$ cat src/rtl/tube_pkg.sv
// Shared constants and state encoding for the 74HC595-driven six-digit tube scanner.
package tube_pkg;

  localparam int DIGIT_COUNT = 6;
  localparam int WORD_BITS   = 14;

  typedef enum logic [2:0] {
    IDLE       = 3'd0,
    LOAD       = 3'd1,
    SHIFT_LOW  = 3'd2,
    SHIFT_HIGH = 3'd3,
    LATCH      = 3'd4,
    HOLD       = 3'd5
  } state_t;

  // One-hot, active-high digit select for the low byte of the shifted word.
  function automatic logic [DIGIT_COUNT-1:0] digit_sel(input logic [2:0] idx);
    return DIGIT_COUNT'(1) << idx;
  endfunction

endpackage

$ cat src/rtl/hc595_shifter.sv
// Serialises one 14-bit word MSB first into a 74HC595 chain, then pulses the
// storage clock. done is high on the last LATCH cycle.
module hc595_shifter
  import tube_pkg::*;
#(
  parameter int CLK_DIV = 2
) (
  input  logic                 system_clock,
  input  logic                 system_reset,
  input  logic                 start,
  input  logic [WORD_BITS-1:0] word,
  output logic                 ds,
  output logic                 shcp,
  output logic                 stcp,
  output logic                 done
);

  localparam int DW = (CLK_DIV > 1) ? $clog2(CLK_DIV) : 1;

  state_t               phase;
  logic [DW-1:0]        div_cnt;
  logic [3:0]           bit_cnt;
  logic [WORD_BITS-1:0] sreg;
  logic                 phase_end;

  assign phase_end = (div_cnt == DW'(CLK_DIV - 1));
  assign done      = (phase == LATCH) && phase_end;

  // NOTE: sequential state uses non-blocking assignments so every register
  // samples the pre-edge values, independent of statement order.
  always_ff @(posedge system_clock) begin
    if (system_reset) begin
      phase   <= IDLE;
      div_cnt <= '0;
      bit_cnt <= '0;
      sreg    <= '0;
      ds      <= 1'b0;
      shcp    <= 1'b0;
      stcp    <= 1'b0;
    end else begin
      div_cnt <= (phase == IDLE || phase_end) ? '0 : div_cnt + DW'(1);
      unique case (phase)
        IDLE: begin
          if (start) begin
            phase   <= SHIFT_LOW;
            sreg    <= word;
            ds      <= word[WORD_BITS-1];
            bit_cnt <= '0;
          end
        end
        SHIFT_LOW: begin
          if (phase_end) begin
            phase <= SHIFT_HIGH;
            shcp  <= 1'b1;
          end
        end
        SHIFT_HIGH: begin
          if (phase_end) begin
            shcp <= 1'b0;
            if (bit_cnt == 4'(WORD_BITS - 1)) begin
              phase <= LATCH;
              stcp  <= 1'b1;
              ds    <= 1'b0;
            end else begin
              phase   <= SHIFT_LOW;
              bit_cnt <= bit_cnt + 4'd1;
              sreg    <= {sreg[WORD_BITS-2:0], 1'b0};
              ds      <= sreg[WORD_BITS-2];
            end
          end
        end
        LATCH: begin
          if (phase_end) begin
            phase <= IDLE;
            stcp  <= 1'b0;
          end
        end
        default: phase <= IDLE;
      endcase
    end
  end

endmodule

$ cat src/rtl/dynamic_tube_scanner.sv
// Six-digit multiplexed tube scanner: digit buffer plus slot sequencer feeding
// an hc595_shifter; each slot lasts SCAN_CYCLES clocks from LOAD to LOAD.
module dynamic_tube_scanner
  import tube_pkg::*;
#(
  parameter int CLK_DIV     = 2,
  parameter int SCAN_CYCLES = 50000
) (
  input  logic       system_clock,
  input  logic       system_reset,
  input  logic       enable,
  input  logic       wr_en,
  input  logic [2:0] wr_addr,
  input  logic [7:0] wr_data,
  output logic       ds,
  output logic       shcp,
  output logic       stcp,
  output logic       oe,
  output logic       busy,
  output logic       frame_done
);

  localparam int SW = $clog2(SCAN_CYCLES);

  state_t               state;
  logic [7:0]           digit_buf [DIGIT_COUNT];
  logic [2:0]           idx;
  logic [SW-1:0]        scan_cnt;
  logic                 shift_done;
  logic [WORD_BITS-1:0] word;

  assign word = {digit_buf[idx], digit_sel(idx)};
  assign busy = (state != IDLE);

  // NOTE: the buffer is a small register file that must read 0x00 after
  // reset, so it is reset explicitly rather than inferred as a RAM.
  always_ff @(posedge system_clock) begin
    if (system_reset) begin
      for (int i = 0; i < DIGIT_COUNT; i++) digit_buf[i] <= 8'h00;
    end else if (wr_en && wr_addr < 3'(DIGIT_COUNT)) begin
      digit_buf[wr_addr] <= wr_data;
    end
  end

  hc595_shifter #(.CLK_DIV(CLK_DIV)) u_shifter (
    .system_clock (system_clock),
    .system_reset (system_reset),
    .start        (state == LOAD),
    .word         (word),
    .ds           (ds),
    .shcp         (shcp),
    .stcp         (stcp),
    .done         (shift_done)
  );

  // The sequencer parks in SHIFT_LOW for the whole transfer; the shifter owns
  // the SHIFT_LOW/SHIFT_HIGH/LATCH sub-phases. scan_cnt counts the LOAD cycle
  // as slot cycle 0, so LOAD-to-LOAD spacing is exactly SCAN_CYCLES.
  always_ff @(posedge system_clock) begin
    if (system_reset) begin
      state      <= IDLE;
      idx        <= '0;
      scan_cnt   <= '0;
      oe         <= 1'b1;
      frame_done <= 1'b0;
    end else begin
      frame_done <= 1'b0;
      scan_cnt   <= scan_cnt + SW'(1);
      unique case (state)
        IDLE: begin
          scan_cnt <= '0;
          oe       <= 1'b1;
          if (enable) state <= LOAD;
        end
        LOAD: state <= SHIFT_LOW;
        SHIFT_LOW: begin
          if (shift_done) begin
            state <= HOLD;
            oe    <= 1'b0;
          end
        end
        HOLD: begin
          if (scan_cnt == SW'(SCAN_CYCLES - 1)) begin
            scan_cnt   <= '0;
            idx        <= (idx == 3'(DIGIT_COUNT - 1)) ? 3'd0 : idx + 3'd1;
            frame_done <= (idx == 3'(DIGIT_COUNT - 1));
            if (enable) begin
              state <= LOAD;
            end else begin
              state <= IDLE;
              oe    <= 1'b1;
            end
          end
        end
        default: state <= IDLE;
      endcase
    end
  end

endmodule

$ cat config.mk
export PLATFORM = sky130hd
export DESIGN_NAME = dynamic_tube_scanner
export DESIGN_NICKNAME = d
export VERILOG_FILES = /design/src/rtl/tube_pkg.sv /design/src/rtl/hc595_shifter.sv /design/src/rtl/dynamic_tube_scanner.sv
export SDC_FILE = /design/constraint.sdc
export NUM_CORES = 1
export LEC_CHECK = 0
export ABC_AREA = 1
export CORE_MARGIN = 2
export CORE_UTILIZATION = 35
export DETAILED_ROUTE_END_ITERATION = 10
export PLACE_DENSITY = 0.52
export SYNTH_ARGS = -nofsm -noshare
export SYNTH_HDL_FRONTEND = slang
export SYNTH_SLANG_ARGS = --single-unit
$ cat constraint.sdc
create_clock -name system_clock -period 3.54 [get_ports system_clock]
set_clock_uncertainty 0.15 [all_clocks]
set_input_delay 0.531 -clock system_clock [delete_from_list [all_inputs] [get_ports system_clock]]
set_output_delay 0.531 -clock system_clock [all_outputs]
set_load 0.05 [all_outputs]
==> impl_metrics.csv <==
group,metric,value,unit
route,wl,11800,µm
grt,grt_pass1_wl,19800,µm
setup_path,cp_top_family,"compound AO/OA/AOI/OAI gates",
layout,num-nets-final,694,
die,start_util,35.4,%
sta,slew_viol_final,0,
grt,antenna_found_initial,0,
setup_path,worst_setup_path_start_kind,"primary input",
yosys,synthArstFlopShare,0,%
layout,final_cell_mix,"nand2_1 (161), nor2_1 (98), nand3_1 (81)",
yosys,synthFlopType,"edfxtp_1",
die,coreArea,0.0150,mm²
pwr,vdd_drop_max,385,µV
placement,io_buffers,20,
layout,antenna_cells,0,
layout,fin_util,42.3,%
yosys,postSynthAreaPerCell,8.37,µm²
placement,dp_hpwl,8240,µm
run,drv_cap,0,
yosys,ys_ff_latch,115,
worst_hold_path,min_from,"scan_cnt[0]$_SDFF_PP0_",
setup_path,crit_path_end_kind,"register",
clock_network,tritoncts,"yes",
clock_network,cts_root_buf,"clkbuf_16",
sta,fmax,388,MHz
route,routed_via_density,4.83,
sta,relSlewSlack,31.5,%
grt,grt_pass1_vias,4066,
clock_network,cts.path.max_buffers,2,
placement,gp_congestion,0.802,
layout,design_area,0.00635,mm²
setup_path,critPathMaxFanout,9,
setup_path,ff2ff_setup_slack,1.36,ns
sta,fin_setup_tns,0,ns
pwr,p_leak,2.59,nW
setup_path,crit_type,"primary input to register",
clock_network,clkSlewWorstSetupHoldPaths,0.05,ns
grt,grt-ovfl-total,0,
route,num_vias,4227,
die,ios,21,
setup_path,required,3.42,ns
clock_network,cts_resized,0,
clock_network,htreeDepth,4,
layout,final_common_cell,"nand2_1",
sta,min_period_over_period,72.8,%
placement,dpl_cell_area,0.00574,mm²
grt,grt_max_degree,33,
clock_network,cts_hold_buf,0,
route,ant_nets,0,
setup_path,worstPathCellList,"clkdlybuf4s50_1, nand2_1, nand2_1, nor2_1, nand2_1, nand2_1, o21ai_0",
setup_path,worstPathArrival,2.46,ns
setup_path,cpMaxStageDelayCell,"o21ai_0",
worst_hold_path,min_path_cells,1,
sta,post-route-min-period,2.58,ns
route,drc_errors,0,
sta,holdWs,0.301,ns
setup_path,critPathBufInv,1,
layout,area_growth,19.5,%
layout,drive_above_1_share,8.87,%
setup_path,max_stage_delay,0.85,ns
placement,placed_cells,844,
pwr,power_per_cell_area,631,mW/mm²
sta,hold_viol_final,0,
grt,track_usage,15.9,%
die,fp-row-count,45,
setup_path,rr_worst_depth,8,
sta,worstMarginPinSlew,1.02,ns
sta,rsz0062_at_grt,"no",
layout,final_cells,876,
route,drt_pass1_iterations,5,
yosys,yosys.cell_types.count,36,
worst_hold_path,hold_class,"register to register",
setup_path,crit_path_frequent_cell,"nand2_1",
die,die_h,127,µm
yosys,syn_area,0.00532,mm²
die,die_w,127,µm
clock_network,cts_buffers,17,
setup_path,regToRegEndpoint,"u_shifter.sreg[7]$_SDFFE_PP0P_",
worst_hold_path,whs_endpoint,"scan_cnt[0]$_SDFF_PP0_",
layout,fillCellCount,1493,
outcome,status,"complete, no violations",
clock_network,cts_setup_buffers,0,
clock_network,insertion_delay,0.41,ns
die,die_area,0.0162,mm²
yosys,yosysWarningCount,0,
route,avgRoutedWirePerCell,13.5,µm
route,drt-initial-drc-count,305,
sta,setup_violations,0,
yosys,synth-edff-count,64,
clock_network,cts.sinks,115,
yosys,synth.yosys.seq_area_share,55.3,%
yosys,syn_inst,635,
## power by group
part / total, mW / internal [mW] / switching, mW / leakage, nW
Combinational: 0.618 / 0.193 / 0.424 / 1.27
Clock: 1.78 / 1.17 / 0.608 / 0.288
Sequential: 1.62 / 1.55 / 0.0696 / 1.03
## flip-flops by register name, indices dropped and copies added, names as in the netlist, named ones only
register           flops
u_shifter.phase        3
u_shifter.bit_cnt      4
idx                    3
u_shifter.sreg        13
u_shifter.stcp         1
u_shifter.ds           1
scan_cnt              16
oe                     1
digit_buf             64
state                  3
u_shifter.shcp         1
u_shifter.div_cnt      1
frame_done             1
## worst reg2reg max path, delay by kind of cell, from the launching register on
| family | cells | cell delay (ns) |
|---|---|---|
| DFF | 1 | 0.75 |
| and+or+nand+nor | 6 | 0.68 |
| buffers and inverters | 2 | 0.54 |
## worst max-delay path by stage
stage	depth (start not counted)	slack, ns	startpoint	to
floorplan	6	1.41	wr_addr[2]	digit_buf[4][0]$_SDFFCE_PN0P_
global placement	7	0.65	wr_addr[1]	digit_buf[4][2]$_SDFFCE_PN0P_
detailed placement	7	0.52	wr_addr[1]	digit_buf[4][2]$_SDFFCE_PN0P_
CTS	7	0.96	wr_addr[1]	digit_buf[4][7]$_SDFFCE_PN0P_
global route	7	0.73	wr_addr[1]	digit_buf[4][7]$_SDFFCE_PN0P_
finish	7	0.96	wr_addr[1]	digit_buf[4][7]$_SDFFCE_PN0P_
## layout make-up
type / instances / area [µm²] / share of cell area (%)
inverters: 68 / 255 / 4.02
flip-flops and latches: 115 / 2940 / 46.3
clock buffers: 17 / 425 / 6.69
clock inverters: 15 / 190 / 2.99
multi-input cells: 448 / 2070 / 32.5
well taps: 188 / 235 / 3.70
repair buffers: 25 / 238 / 3.74
## synthesized netlist by cell type (2+ instances only)
| master | instances | share of area (%) |
|---|---|---|
| inv_2 | 2 | 0.14 |
| dfxtp_1 | 51 | 19 |
| nand4_1 | 6 | 0.71 |
| nand2_2 | 2 | 0.24 |
| nor2_2 | 5 | 0.59 |
| ha_1 | 4 | 0.94 |
| nand3_1 | 81 | 7.6 |
| nor2_1 | 98 | 6.9 |
| inv_1 | 65 | 4.6 |
| o21ai_0 | 17 | 1.6 |
| xor2_1 | 4 | 0.66 |
| buf_2 | 11 | 1.0 |
| nand2_4 | 5 | 1.1 |
| clkbuf_1 | 5 | 0.35 |
| a21oi_2 | 3 | 0.49 |
| or2_2 | 2 | 0.24 |
| nand2_1 | 161 | 11 |
| nor3_1 | 9 | 0.85 |
| edfxtp_1 | 64 | 36 |
| nand3_2 | 3 | 0.56 |
| o21ai_1 | 3 | 0.28 |
| a21oi_1 | 20 | 1.9 |
## metal layers
metal / track usage [%] / part of all wire [%] / wire length [µm]
met1: 19.5 / 46 / 5420
met4: 5.88 / 2.0 / 237
met2: 26.5 / 47 / 5620
met3: 4.90 / 4.7 / 557
met5: 0 / 0 / 0
## cells by family after synthesis
family / count (synthesis) / synth area share, %
flip-flops: 115 / 55.3
AND/OR/NAND/NOR: 376 / 31.1
XOR/XNOR: 5 / 0.823
other: 1 / 0.0705
adder cells (fa/ha/maj): 4 / 0.941
multiplexers: 1 / 0.188
AO/OA/AOI/OAI: 46 / 4.71
buffers and inverters: 87 / 6.82
## per-stage QoR
step	worst slack [ns]	power, mW
floorplan	1.41	2.11
global placement	0.651	2.25
detailed placement	0.523	2.26
CTS	0.961	4.04
global route	0.726	4.20
finish	0.965	4.01
No activity file was read; power rests on OpenSTA's default activity.
